`src/rtl/ccd_stable_capture.sv`:
```
// Post-CDC stability qualifier: accepts a multi-bit synchronized bus only after it has
// held steady, and publishes each newly stable value over valid/ready.
module ccd_stable_capture #(
    parameter int unsigned           WIDTH         = 8,
    parameter int unsigned           STABLE_CYCLES = 4,
    parameter int unsigned           CNT_WIDTH     = 8,
    parameter logic [WIDTH-1:0]      RESET_VALUE   = '0
) (
    input  logic                 clock_in,
    input  logic                 reset_in,
    input  logic [WIDTH-1:0]     input_in,
    output logic [WIDTH-1:0]     data_out,
    output logic                 valid_out,
    input  logic                 ready_in,
    output logic [WIDTH-1:0]     stable_out,
    output logic [CNT_WIDTH-1:0] missed_out,
    input  logic                 missed_clr_in
);

    localparam int unsigned RUN_W = $clog2(STABLE_CYCLES + 1);
    localparam logic [RUN_W-1:0] RUN_MAX  = RUN_W'(STABLE_CYCLES);
    localparam logic [RUN_W-1:0] QUAL_CNT = RUN_W'(STABLE_CYCLES - 1);

    typedef enum logic {
        TRACK = 1'b0,
        PEND  = 1'b1
    } state_t;

    state_t               state_q;
    state_t               state_d;
    logic [WIDTH-1:0]     samp_r;
    logic [RUN_W-1:0]     run_cnt;
    logic [WIDTH-1:0]     last_r;
    logic [WIDTH-1:0]     data_d;
    logic                 valid_d;
    logic [CNT_WIDTH-1:0] missed_d;
    logic                 miss_inc;
    logic                 match;
    logic                 qual;
    logic                 new_val;
    logic                 handshake;

    assign match     = (input_in == samp_r);
    assign qual      = match && (run_cnt == QUAL_CNT);
    assign new_val   = qual && (input_in != last_r);
    assign handshake = valid_out && ready_in;
    assign stable_out = last_r;

    // Run-length sampler; the counter saturates so qual fires once per steady run.
    always_ff @(posedge clock_in or posedge reset_in) begin
        if (reset_in) begin
            samp_r  <= RESET_VALUE;
            run_cnt <= '0;
        end else begin
            samp_r <= input_in;
            if (!match) begin
                run_cnt <= '0;
            end else if (run_cnt != RUN_MAX) begin
                run_cnt <= run_cnt + RUN_W'(1);
            end
        end
    end

    always_ff @(posedge clock_in or posedge reset_in) begin
        if (reset_in) begin
            last_r <= RESET_VALUE;
        end else if (qual) begin
            last_r <= input_in;
        end
    end

    always_ff @(posedge clock_in or posedge reset_in) begin
        if (reset_in) begin
            state_q <= TRACK;
        end else begin
            state_q <= state_d;
        end
    end

    always_comb begin
        state_d = state_q;
        case (state_q)
            TRACK: begin
                if (new_val) begin
                    state_d = PEND;
                end
            end
            PEND: begin
                if (handshake && !new_val && (last_r == data_out)) begin
                    state_d = TRACK;
                end
            end
            default: state_d = TRACK;
        endcase
    end

    // Next values for the registered outputs; a handshake refills from the newest stable value.
    always_comb begin
        data_d   = data_out;
        valid_d  = valid_out;
        missed_d = missed_out;
        miss_inc = 1'b0;
        case (state_q)
            TRACK: begin
                if (new_val) begin
                    data_d  = input_in;
                    valid_d = 1'b1;
                end
            end
            PEND: begin
                if (handshake) begin
                    if (new_val) begin
                        data_d = input_in;
                    end else if (last_r != data_out) begin
                        data_d = last_r;
                    end else begin
                        valid_d = 1'b0;
                    end
                end else if (new_val) begin
                    miss_inc = 1'b1;
                end
            end
            default: begin
                valid_d = 1'b0;
            end
        endcase
        if (missed_clr_in) begin
            missed_d = '0;
        end else if (miss_inc && (missed_out != '1)) begin
            missed_d = missed_out + CNT_WIDTH'(1);
        end
    end

    always_ff @(posedge clock_in or posedge reset_in) begin
        if (reset_in) begin
            data_out   <= RESET_VALUE;
            valid_out  <= 1'b0;
            missed_out <= '0;
        end else begin
            data_out   <= data_d;
            valid_out  <= valid_d;
            missed_out <= missed_d;
        end
    end

endmodule

```
`config.mk`:
```
export PLATFORM = sky130hd
export DESIGN_NAME = ccd_stable_capture
export DESIGN_NICKNAME = d
export VERILOG_FILES = /design/src/rtl/ccd_stable_capture.sv
export SDC_FILE = /design/constraint.sdc
export NUM_CORES = 1
export LEC_CHECK = 0
export ABC_AREA = 0
export ABC_CLOCK_PERIOD_IN_PS = 3500
export BUFFER_PORTS_ARGS = -buffer_cell sky130_fd_sc_hd__buf_2
export CORE_ASPECT_RATIO = 1.25
export CORE_MARGIN = 3
export CORE_UTILIZATION = 55
export DETAILED_ROUTE_END_ITERATION = 6
export PLACE_DENSITY_LB_ADDON = 0.1
export SLEW_MARGIN = 10
export SYNTH_ARGS = -nofsm -noshare
export SYNTH_HDL_FRONTEND = slang
export SYNTH_SLANG_ARGS = --single-unit
```
`constraint.sdc`:
```
create_clock -name clock_in -period 3.5 [get_ports clock_in]
set_input_delay 0.35 -clock clock_in [delete_from_list [all_inputs] [get_ports clock_in]]
set_output_delay 0.35 -clock clock_in [all_outputs]
set_load 0.01 [all_outputs]
```
==> reports/qor.csv, run 1 <==
metric,value,unit
"count leader, synth",dfrtp_1,
syn avg cell area,10.8,um2
Leak Pwr,1.08,nW
Inserted Clock Buffers,5,
DR vias,1589,
ys async rst share,100,%
Synth Area in XOR/XNOR,10.8,%
ranking of synthesized cells by area,"dfrtp_1, mux2_2, xnor2_1",
Row Count,24,
GR Util met2,39.8,%
DR iter-0 viols,73,
post-synth design cell area,0.00202,mm2
setup ws final,0.805,ns
die footprint,0.00444,mm2
CTS tree,built,
initial antenna violation count,0,
Max Slew Vio Count,0,
# DRC,0,
worst skew pair latency,0.28,ns
vias in the first global route,1601,
Synth Area in Simple Gates,13.9,%
DP Worst Slack,0.835,ns
largest family of logic cells by synthesized area,simple AND/OR/NAND/NOR gates,
Max VDD drop,280,uV
Sink Count,37,
Synth top cells by count,"dfrtp_1, xnor2_1, mux2_2",
post-CTS sizing,0,
Post-DP HPWL,3220,um
final WL,4450,um
FF-to-FF path depth,6,
pwr dens,343,mW/mm2
Die Span X,60.2,um
"Top FF cell, synth",dfrtp_1,
worst r2r dst,missed_out[0],
share of cells above drive strength 1,27.7,%
Final period util,77.0,%
Initial Util,57.5,%
grt peak-use layer,met2,
largest net degree at the start of global routing,38,
post-synthesis cell type count,36,
RSZ-0062 raised after global routing,false,
Setup CP Type,flop to flop,
Tmin final,2.70,ns
GP Congestion,0.794,
Synth Area in Adders,2.48,%
Yosys reg bits,37,
WL per Instance,16.9,um
total count of hold-check failures in the final report,0,
M3 GR Usage,3.87,%
Yosys warning count,0,
Global Route Usage Sum,22.3,%
GR Overflow Total,0,
mux cell area share after synthesis,8.79,%
first-pass GRT wire length,7450,um
CP required,3.67,ns
clk buf depth,2,
Worst EP arrival,2.87,ns
Post-Synthesis Cells,188,
M1 GR Usage,26.0,%
startpoint types,flop,
cts hold-fix bufs,0,
final setup fails,0,
complex-gate fraction of the synthesized area,13.8,%
Synth-to-Final Area Change,15.0,%
Post-DP Area,0.00222,mm2
Crit Path Max Fanout,25,
sequential-to-total area share from yosys stat,45.8,%
reg-to-reg setup timing slack,0.80,ns
CP Capture Type,flop,
H-tree Lvls,2,
Critical R2R Launch,run_cnt[0],
Hold Path Class,primary input to async pin,
PortBufs,36,
core area,0.00351,mm2
"final std cell area, no fill",0.00233,mm2
worst slew pin tran,0.921,ns
via/cell ratio,6.04,
Clock Tree Root,clkbuf_8,
area share of the largest cell type after synthesis,45.8,%
Synth area leader,dfrtp_1,
clock-pin slew on the worst setup and hold paths,0.07,ns
setup TNS,0,ns
I/O pin count,37,
Post-CTS Setup Bufs,0,
worst hold slack,0.163,ns
slew margin rel.,38.6,%
Die Height,73.8,um
Final ANT Viol Nets,0,
Post-synth EDFFs,0,
TritonRoute pass-1 iters,4,
"Net count, final",239,
max frequency,371,MHz
syn_nets,204,
ANT cells,0,
Total Power,0.798,mW
max-cap viol count,0,
Clock Skews,0.00200,ns
status,"complete, no violations",
[cell families after synthesis]
logic type	count (synthesis)
AND/OR/NAND/NOR	52
XOR/XNOR	25
adder cells (fa/ha/maj)	4
AO/OA/AOI/OAI	31
multiplexers	16
flip-flops	37
buffers and inverters	23
[power breakdown]
group | internal (mW) | switching (mW)
combinational | 0.0167 | 0.0268
clock | 0.178 | 0.142
sequential | 0.432 | 0.00258
total | 0.627 | 0.171
[placed cells by master, fill, tap and decap left out, types with 8 or more instances in the layout]
cell type / synthesis / routed
o311ai_1: 8 / 8
mux2_2: 14 / 14
o311a_1: 8 / 8
xor2_1: 8 / 8
inv_1: 13 / 13
xnor2_1: 17 / 17
buf_2: 3 / 36
nand2_1: 8 / 8
dfrtp_1: 37 / 37
nor2_1: 9 / 9
[routing by layer]
metal | part of all wire [%] | wire length (um)
met3 | 4.3 | 190
met4 | 1.4 | 63
met2 | 54 | 2420
met1 | 40 | 1770
met5 | 0 | 0
[state kept, by name, summed over array words and instances (netlist names)]
signal / count
run_cnt: 3
state_q: 1
stable_out: 8
missed_out: 8
data_out: 8
valid_out: 1
samp_r: 8
[per-stage QoR]
stage	util, %	cells
detailed placement	63.3	255
global route	66.2	263
finish	66.2	263
floorplan	-	188
global placement	63.3	255
CTS	66.2	263
[layout make-up]
class                           instances  area [um2]
Inverter                               13        48.8
Sequential cell                        37         926
Tap cell                               39        48.8
Clock inverter                          1        5.00
Fill cell                             296        1190
Timing Repair Buffer                   38         195
Multi-Input combinational cell        128        1010
Clock buffer                            7        96.3
[critical path, stage by stage, from the launching register on]
cell and delay [ns]:
dfrtp_1 0.40, ha_1 0.18, ha_1 0.34, inv_1 0.06
or3_1 0.76, nor3b_1 0.47, mux2_2 0.37
[how the worst max path moves through the flow]
stage	depth (start not counted)	slack, ns	from	end
4_1_cts	6	0.82	run_cnt[0]	missed_out[0]
3_3_place_gp	6	0.93	run_cnt[0]	missed_out[0]
6_report	6	0.80	run_cnt[0]	missed_out[0]
2_1_floorplan	9	1.28	run_cnt[0]	missed_out[5]
3_5_place_dp	6	0.84	run_cnt[0]	missed_out[0]
5_1_grt	6	0.69	run_cnt[0]	missed_out[0]
Power figures use the tool's default switching activity.
==> run 2: changes to the inputs <==
- ABC_AREA: 0 -> 1
- ABC_CLOCK_PERIOD_IN_PS: 3500 -> 2600
- clock period: 3.5 -> 2.6 ns (I/O delays scaled with it)
==> run 2 against run 1 <==
  * Global-route usage increased by 1.2 points
  * Sequential share of layout area decreased by 3.9 points
  * Hold slack got worse by 0.029 ns
  * Die area increased by 8.5%
  * Critical path depth increased by 5
  * First-iteration DRC count increased by 49%
  * Sequential power increased by 35%
  * Highest routed layer unchanged
==> reports/qor.csv, run 2 <==
metric,value,unit,change
Reg power frac,53.0,%,-1.5 points
max frequency,535,MHz,+44%
Max Slew Vio Count,0,,unchanged
max-cap viol count,0,,unchanged
Die Height,76.9,um,+4.2%
Layout fillers,355,,+20%
Post-DP HPWL,3880,um,+20%
"Net count, final",365,,+53%
clock-pin slew on the worst setup and hold paths,0.07,ns,about the same
reg-to-reg setup timing slack,0.73,ns,-0.07 ns
final WL,5120,um,+15%
Setup CP Type,flop to flop,,
vias in the first global route,1946,,+22%
Final ANT Viol Nets,0,,unchanged
H-tree Lvls,2,,unchanged
via/cell ratio,5.06,,-16%
Final Util,67.6,%,+1.4 points
Clock Tree Root,clkbuf_8,,
total count of hold-check failures in the final report,0,,unchanged
CP Capture Type,flop,,
CTS tree,built,,
Crit Path Max Fanout,12,,-52%
setup TNS,0,ns,unchanged
most frequent CP cell,nand2_1,,
sequential-to-total area share from yosys stat,41.9,%,-3.9 points
Row Count,25,,+4.2%
Yosys warning count,0,,unchanged
Net Switching,0.258,mW,+51%
Comb pwr share,7.4,%,+1.9 points
"count leader, synth",nand2_1,,
initial antenna violation count,0,,unchanged
core area,0.00382,mm2,+8.6%
Clock Power Share,39.6,%,-0.4 points
CP required,2.78,ns,-0.89 ns
Yosys reg bits,37,,unchanged
post-CTS sizing,0,,unchanged
Synth top cells by count,"nand2_1, nand3_1, inv_1",,
first-pass GRT wire length,8960,um,+20%
RSZ-0062 raised after global routing,false,,
Worst Path Buf+Inv,1,,unchanged
GP Congestion,0.850,,+7.0%
ANT cells,0,,unchanged
syn_nets,321,,+57%
# DRC,0,,unchanged
DR iter-0 viols,109,,+49%
peak per-stage delay on the critical path,0.37,ns,-0.39 ns
Inserted Clock Buffers,5,,unchanged
"Top FF cell, synth",dfrtp_1,,
Die Span X,62.7,um,+4.1%
largest net degree at the start of global routing,24,,-37%
Max VDD drop,334,uV,+19%
status,"complete, no violations",,
Post-Synthesis Cells,305,,+62%
pwr dens,428,mW/mm2,+25%
"commonest non-fill, non-tap cell in the layout",nand2_1,,
Global Route Usage Sum,23.5,%,+1.2 points
Post-synth EDFFs,0,,unchanged
share of cells above drive strength 1,17.4,%,-10 points
Worst EP arrival,2.05,ns,-0.82 ns
worst skew pair latency,0.29,ns,about the same
DR vias,2044,,+29%
Synth area leader,dfrtp_1,,
Synth-to-Final Area Change,16.6,%,
Clock Skews,0.00728,ns,+0.00528 ns
PortBufs,36,,unchanged
cts hold-fix bufs,0,,unchanged
most frequent cells in the layout,"nand2_1, nand3_1, inv_1",,
"CP delay by family, top",simple AND/OR/NAND/NOR gates,,
Sink Count,37,,unchanged
I/O pin count,37,,unchanged
final setup fails,0,,unchanged
TritonRoute pass-1 iters,5,,+1
switching share of power,23.3,%,+1.9 points
ys async rst share,100,%,unchanged
clk buf depth,2,,unchanged
CP Cell Sequence,inv_1 > nand2_1 > nand2_1 > nor2_1 > nand2_1 > nor2_4 > nand3_4 > nand3_2 > nand2_4 > nand2_1 > nand2_1,,
Leak Pwr,1.47,nW,+36%
Initial Util,58.0,%,+0.42 points
startpoint types,flop,,
Pint,0.847,mW,+35%
Hold Path Class,primary input to flop,,
post-synthesis cell type count,27,,-25%
slew margin rel.,42.3,%,+3.7 points
syn avg cell area,7.25,um2,-33%
GR Overflow Total,0,,unchanged
WL per Instance,12.7,um,-25%
ranking of synthesized cells by area,"dfrtp_1, nand2_1, nand3_1",,
Total Power,1.10,mW,+38%
Final period util,71.8,%,-5.2 points
die footprint,0.00482,mm2,+8.5%
post-synth design cell area,0.00221,mm2,+9.4%
Tmin final,1.87,ns,-0.827 ns
Post-CTS Setup Bufs,0,,unchanged
worst slew pin tran,0.864,ns,-0.0570 ns
critical path's slowest cell,dfrtp_1,,
area share of the largest cell type after synthesis,41.9,%,-3.9 points
[run 2: changes by cell type after synthesis, moves of 7 or more]
cell / before / now
nand2_1: 8 / 113
nand3_1: 1 / 40
inv_1: 13 / 39
mux2_2: 14 / 0
xnor2_1: 17 / 4
o311a_1: 8 / 0
o311ai_1: 8 / 0
a311o_1: 7 / 0
and2_1: 1 / 8
nor2_1: 9 / 16
[run 2: path summary, 6_finish.rpt]
path | start | end | cells after the start
worst max-delay path | samp_r[2] | data_out[7] | 11
worst min-delay path | input_in[7] | samp_r[7] | 1
worst max register to register | samp_r[2] | data_out[7] | 11
worst min register to register | data_out[6] | data_out[6] | 2
max in group asynchronous | reset_in | data_out[6] | 3
min in group asynchronous | reset_in | missed_out[7] | 2
[run 2: area by class of cell]
type                            count  area (um2)  area share [%]
Clock buffer                        7        96.3            3.74
Clock inverter                      1        5.00           0.194
Inverter                           43         161            6.26
Multi-Input combinational cell    221        1100            42.8
Sequential cell                    37         926            35.9
Tap cell                           54        67.6            2.62
Timing Repair Buffer               41         218            8.44
[run 2: logic make-up (layout without fill, tap and decap cells)]
logic type / Yosys count / after routing / synth area share, %
simple gates: 200 / 200 / 41.6
compound gates: 4 / 4 / 0.905
xor+xnor: 13 / 13 / 5.15
flops: 37 / 37 / 41.9
fa+ha+maj: 4 / 4 / 2.26
buf+inv: 47 / 92 / 8.20
[run 2: layer usage]
metal	part of all wire [%]	vias to the layer above	global-route usage [%]	routed length [um]
met2	52	51	40.2	2640
met1	41	946	27.8	2120
met3	4.7	9	5.12	240
met5	0	-	0	0
met4	2.4	0	11.0	121
li1	-	1038	-	-
[run 2: per-stage QoR]
step / hold slack [ns] / cell area [um2] / setup slack (ns) / instances
floorplan: 0.291 / 2210 / 1.09 / 305
global placement: 0.420 / 2480 / 0.663 / 396
detailed placement: 0.428 / 2480 / 0.667 / 396
CTS: 0.128 / 2580 / 0.744 / 404
global route: 0.131 / 2580 / 0.534 / 404
finish: 0.133 / 2580 / 0.732 / 404
[run 2: power by group through the flow]
stage	clock, mW	combinational, mW	sequential, mW
6_report	0.437	0.0816	0.586
5_1_grt	0.478	0.0960	0.587
4_1_cts	0.446	0.0831	0.586
3_5_place_dp	0	0.0828	0.597
3_3_place_gp	0	0.0811	0.596
2_1_floorplan	0	0.0517	0.596
==> run 3: changes to the inputs <==
- ABC_CLOCK_PERIOD_IN_PS: 2600 -> 1500
- CORE_UTILIZATION: 55 -> 51
- clock period: 2.6 -> 1.5 ns (I/O delays scaled with it)
==> run 3 against run 2 <==
  * The flow now finishes with violations (setup timing)
  * Wire length up 17%
  * Combinational power rose to 2.6 times the previous value
  * Sequential cell count unchanged
  * Clock power up 58%
  * Final cell count up 12%
  * Total power up 73%
  * Clock skew down 0.0055 ns
  * Sequential power up 72%
  * Die area up 7.1%
  * Via count up 12%
  * Critical path type unchanged
  * Largest power group unchanged
==> reports/qor.csv, run 3 (synthesis gave the netlist of run 2 again) <==
metric,value,unit,change
Global Route Usage Sum,25.1,%,+1.6 points
"final std cell area, no fill",0.00313,mm2,+21%
CTS tree,built,,
startpoint types,flop,,
Setup CP Type,flop to flop,,
status,"finished, violations left",,
pwr dens,613,mW/mm2,+43%
WL per Instance,13.2,um,+4.4%
largest net degree at the start of global routing,38,,+58%
M1 GR Usage,27.1,%,-0.65 points
worst slew pin tran,0.572,ns,-0.292 ns
M3 GR Usage,4.23,%,-0.90 points
Synth-to-Final Area Change,41.4,%,
DP Worst Slack,-0.263,ns,-0.930 ns
grt peak-use layer,met2,,
HP Start,input_in[1],,
failing checks,setup timing,,
H-tree Lvls,2,,unchanged
Worst EP arrival,1.82,ns,-0.23 ns
GP Congestion,0.820,,-3.5%
total count of hold-check failures in the final report,0,,unchanged
RSZ-0062 raised after global routing,true,,
"Net count, final",411,,+13%
initial antenna violation count,0,,unchanged
Tmin final,1.64,ns,-0.233 ns
final WL,5980,um,+17%
core area,0.00413,mm2,+8.3%
Initial Util,53.5,%,-4.4 points
TritonRoute pass-1 iters,4,,-1
DR iter-0 viols,87,,-20%
setup ws final,-0.135,ns,-0.867 ns
Die Span X,64.9,um,+3.5%
CP Capture Type,flop,,
die footprint,0.00517,mm2,+7.1%
Clock Skews,0.00176,ns,-0.00552 ns
max frequency,611,MHz,+14%
worst skew pair latency,0.29,ns,about the same
Inserted Clock Buffers,5,,unchanged
# DRC,0,,unchanged
Hold Path Class,primary input to flop,,
I/O pin count,37,,unchanged
via/cell ratio,5.05,,-0.26%
Die Height,79.6,um,+3.5%
final setup fails,17,,+17
crit path from,samp_r[3],,
ANT cells,0,,unchanged
Final ANT Viol Nets,0,,unchanged
DR vias,2281,,+12%
"commonest non-fill, non-tap cell in the layout",nand2_1,,
GR Overflow Total,0,,unchanged
slew margin rel.,61.8,%,+20 points
most frequent cells in the layout,"nand2_1, buf_4, inv_1",,
clk buf depth,2,,unchanged
Max Slew Vio Count,0,,unchanged
Leak Pwr,1.69,nW,+15%
share of cells above drive strength 1,36.4,%,+19 points
PortBufs,36,,unchanged
Post-DP Area,0.00275,mm2,+11%
vias in the first global route,2267,,+16%
setup TNS,-1.83,ns,-1.83 ns
Max VDD drop,446,uV,+33%
CP required,1.68,ns,-1.10 ns
clock-pin slew on the worst setup and hold paths,0.07,ns,about the same
Clock Tree Root,clkbuf_8,,
first-pass GRT wire length,10000,um,+12%
Critical R2R Launch,samp_r[3],,
GR Util met2,46.1,%,+5.8 points
Final period util,109,%,+37 points
max-cap viol count,0,,unchanged
Crit Path Max Fanout,8,,-4
Sink Count,37,,unchanged
Post-DP HPWL,4280,um,+10%
Row Count,26,,+4.0%
==> run 3: metal layers <==
layer | vias up | share of wire (%)
li1 | 1137 | -
met1 | 1056 | 37
met2 | 69 | 55
met3 | 19 | 5.3
met4 | 0 | 2.8
met5 | - | 0
==> run 3: layout make-up <==
class / instances / area [um2]
clock buffers: 6 / 72.6
clock inverters: 2 / 10.0
fillers: 337 / 1000
inverters: 43 / 161
multi-input cells: 222 / 1290
flip-flops and latches: 37 / 926
well taps: 56 / 70.1
repair buffers: 86 / 593
==> run 3: worst max-delay path: stages (launching register included) <==
cell and delay, ns:
dfrtp_1 0.38, nand2_1 0.08, nand2_1 0.08, nor2_2 0.14
nand2_2 0.08, nor2_4 0.16, nand3_4 0.15, nor2_8 0.21
nand2_8 0.10, nand3_2 0.08, nand2_1 0.07
==> run 3: where the power goes <==
part	internal [mW]	switching (mW)	leakage [nW]	total, mW
registers	1.01	0.00655	0.457	1.01
logic	0.0891	0.124	1.19	0.213
clock network	0.322	0.367	0.0450	0.689
==> run 3: per-stage QoR <==
stage	power, mW	std cells	hold slack [ns]	util [%]
2_1_floorplan	1.12	305	0.181	-
3_3_place_gp	1.21	430	0.287	66.5
3_5_place_dp	1.22	430	0.299	66.5
4_1_cts	1.91	447	0.00291	72.6
5_1_grt	2.00	452	0.0125	75.7
6_report	1.92	452	0.00723	75.7
==> run 3: what timing repair did <==
item                                    CTS  global route
gates cloned                              1             1
endpoints found under the setup margin   17            28
pin swaps                                15            19
hold buffers                              2             0
gates resized for setup                  22            29
hold endpoints to repair                 38             0
setup buffers                             6             4
==> run 3: path summary, 6_finish.rpt <==
kind,end,slack (ns),cells after the start
max in group asynchronous,samp_r[0],0.65,4
min in group asynchronous,missed_out[6],0.51,4
worst min register to register,valid_out,0.52,2
worst min-delay path,samp_r[1],0.007,1
worst max register to register,missed_out[1],-0.14,10
worst max-delay path,missed_out[1],-0.14,10
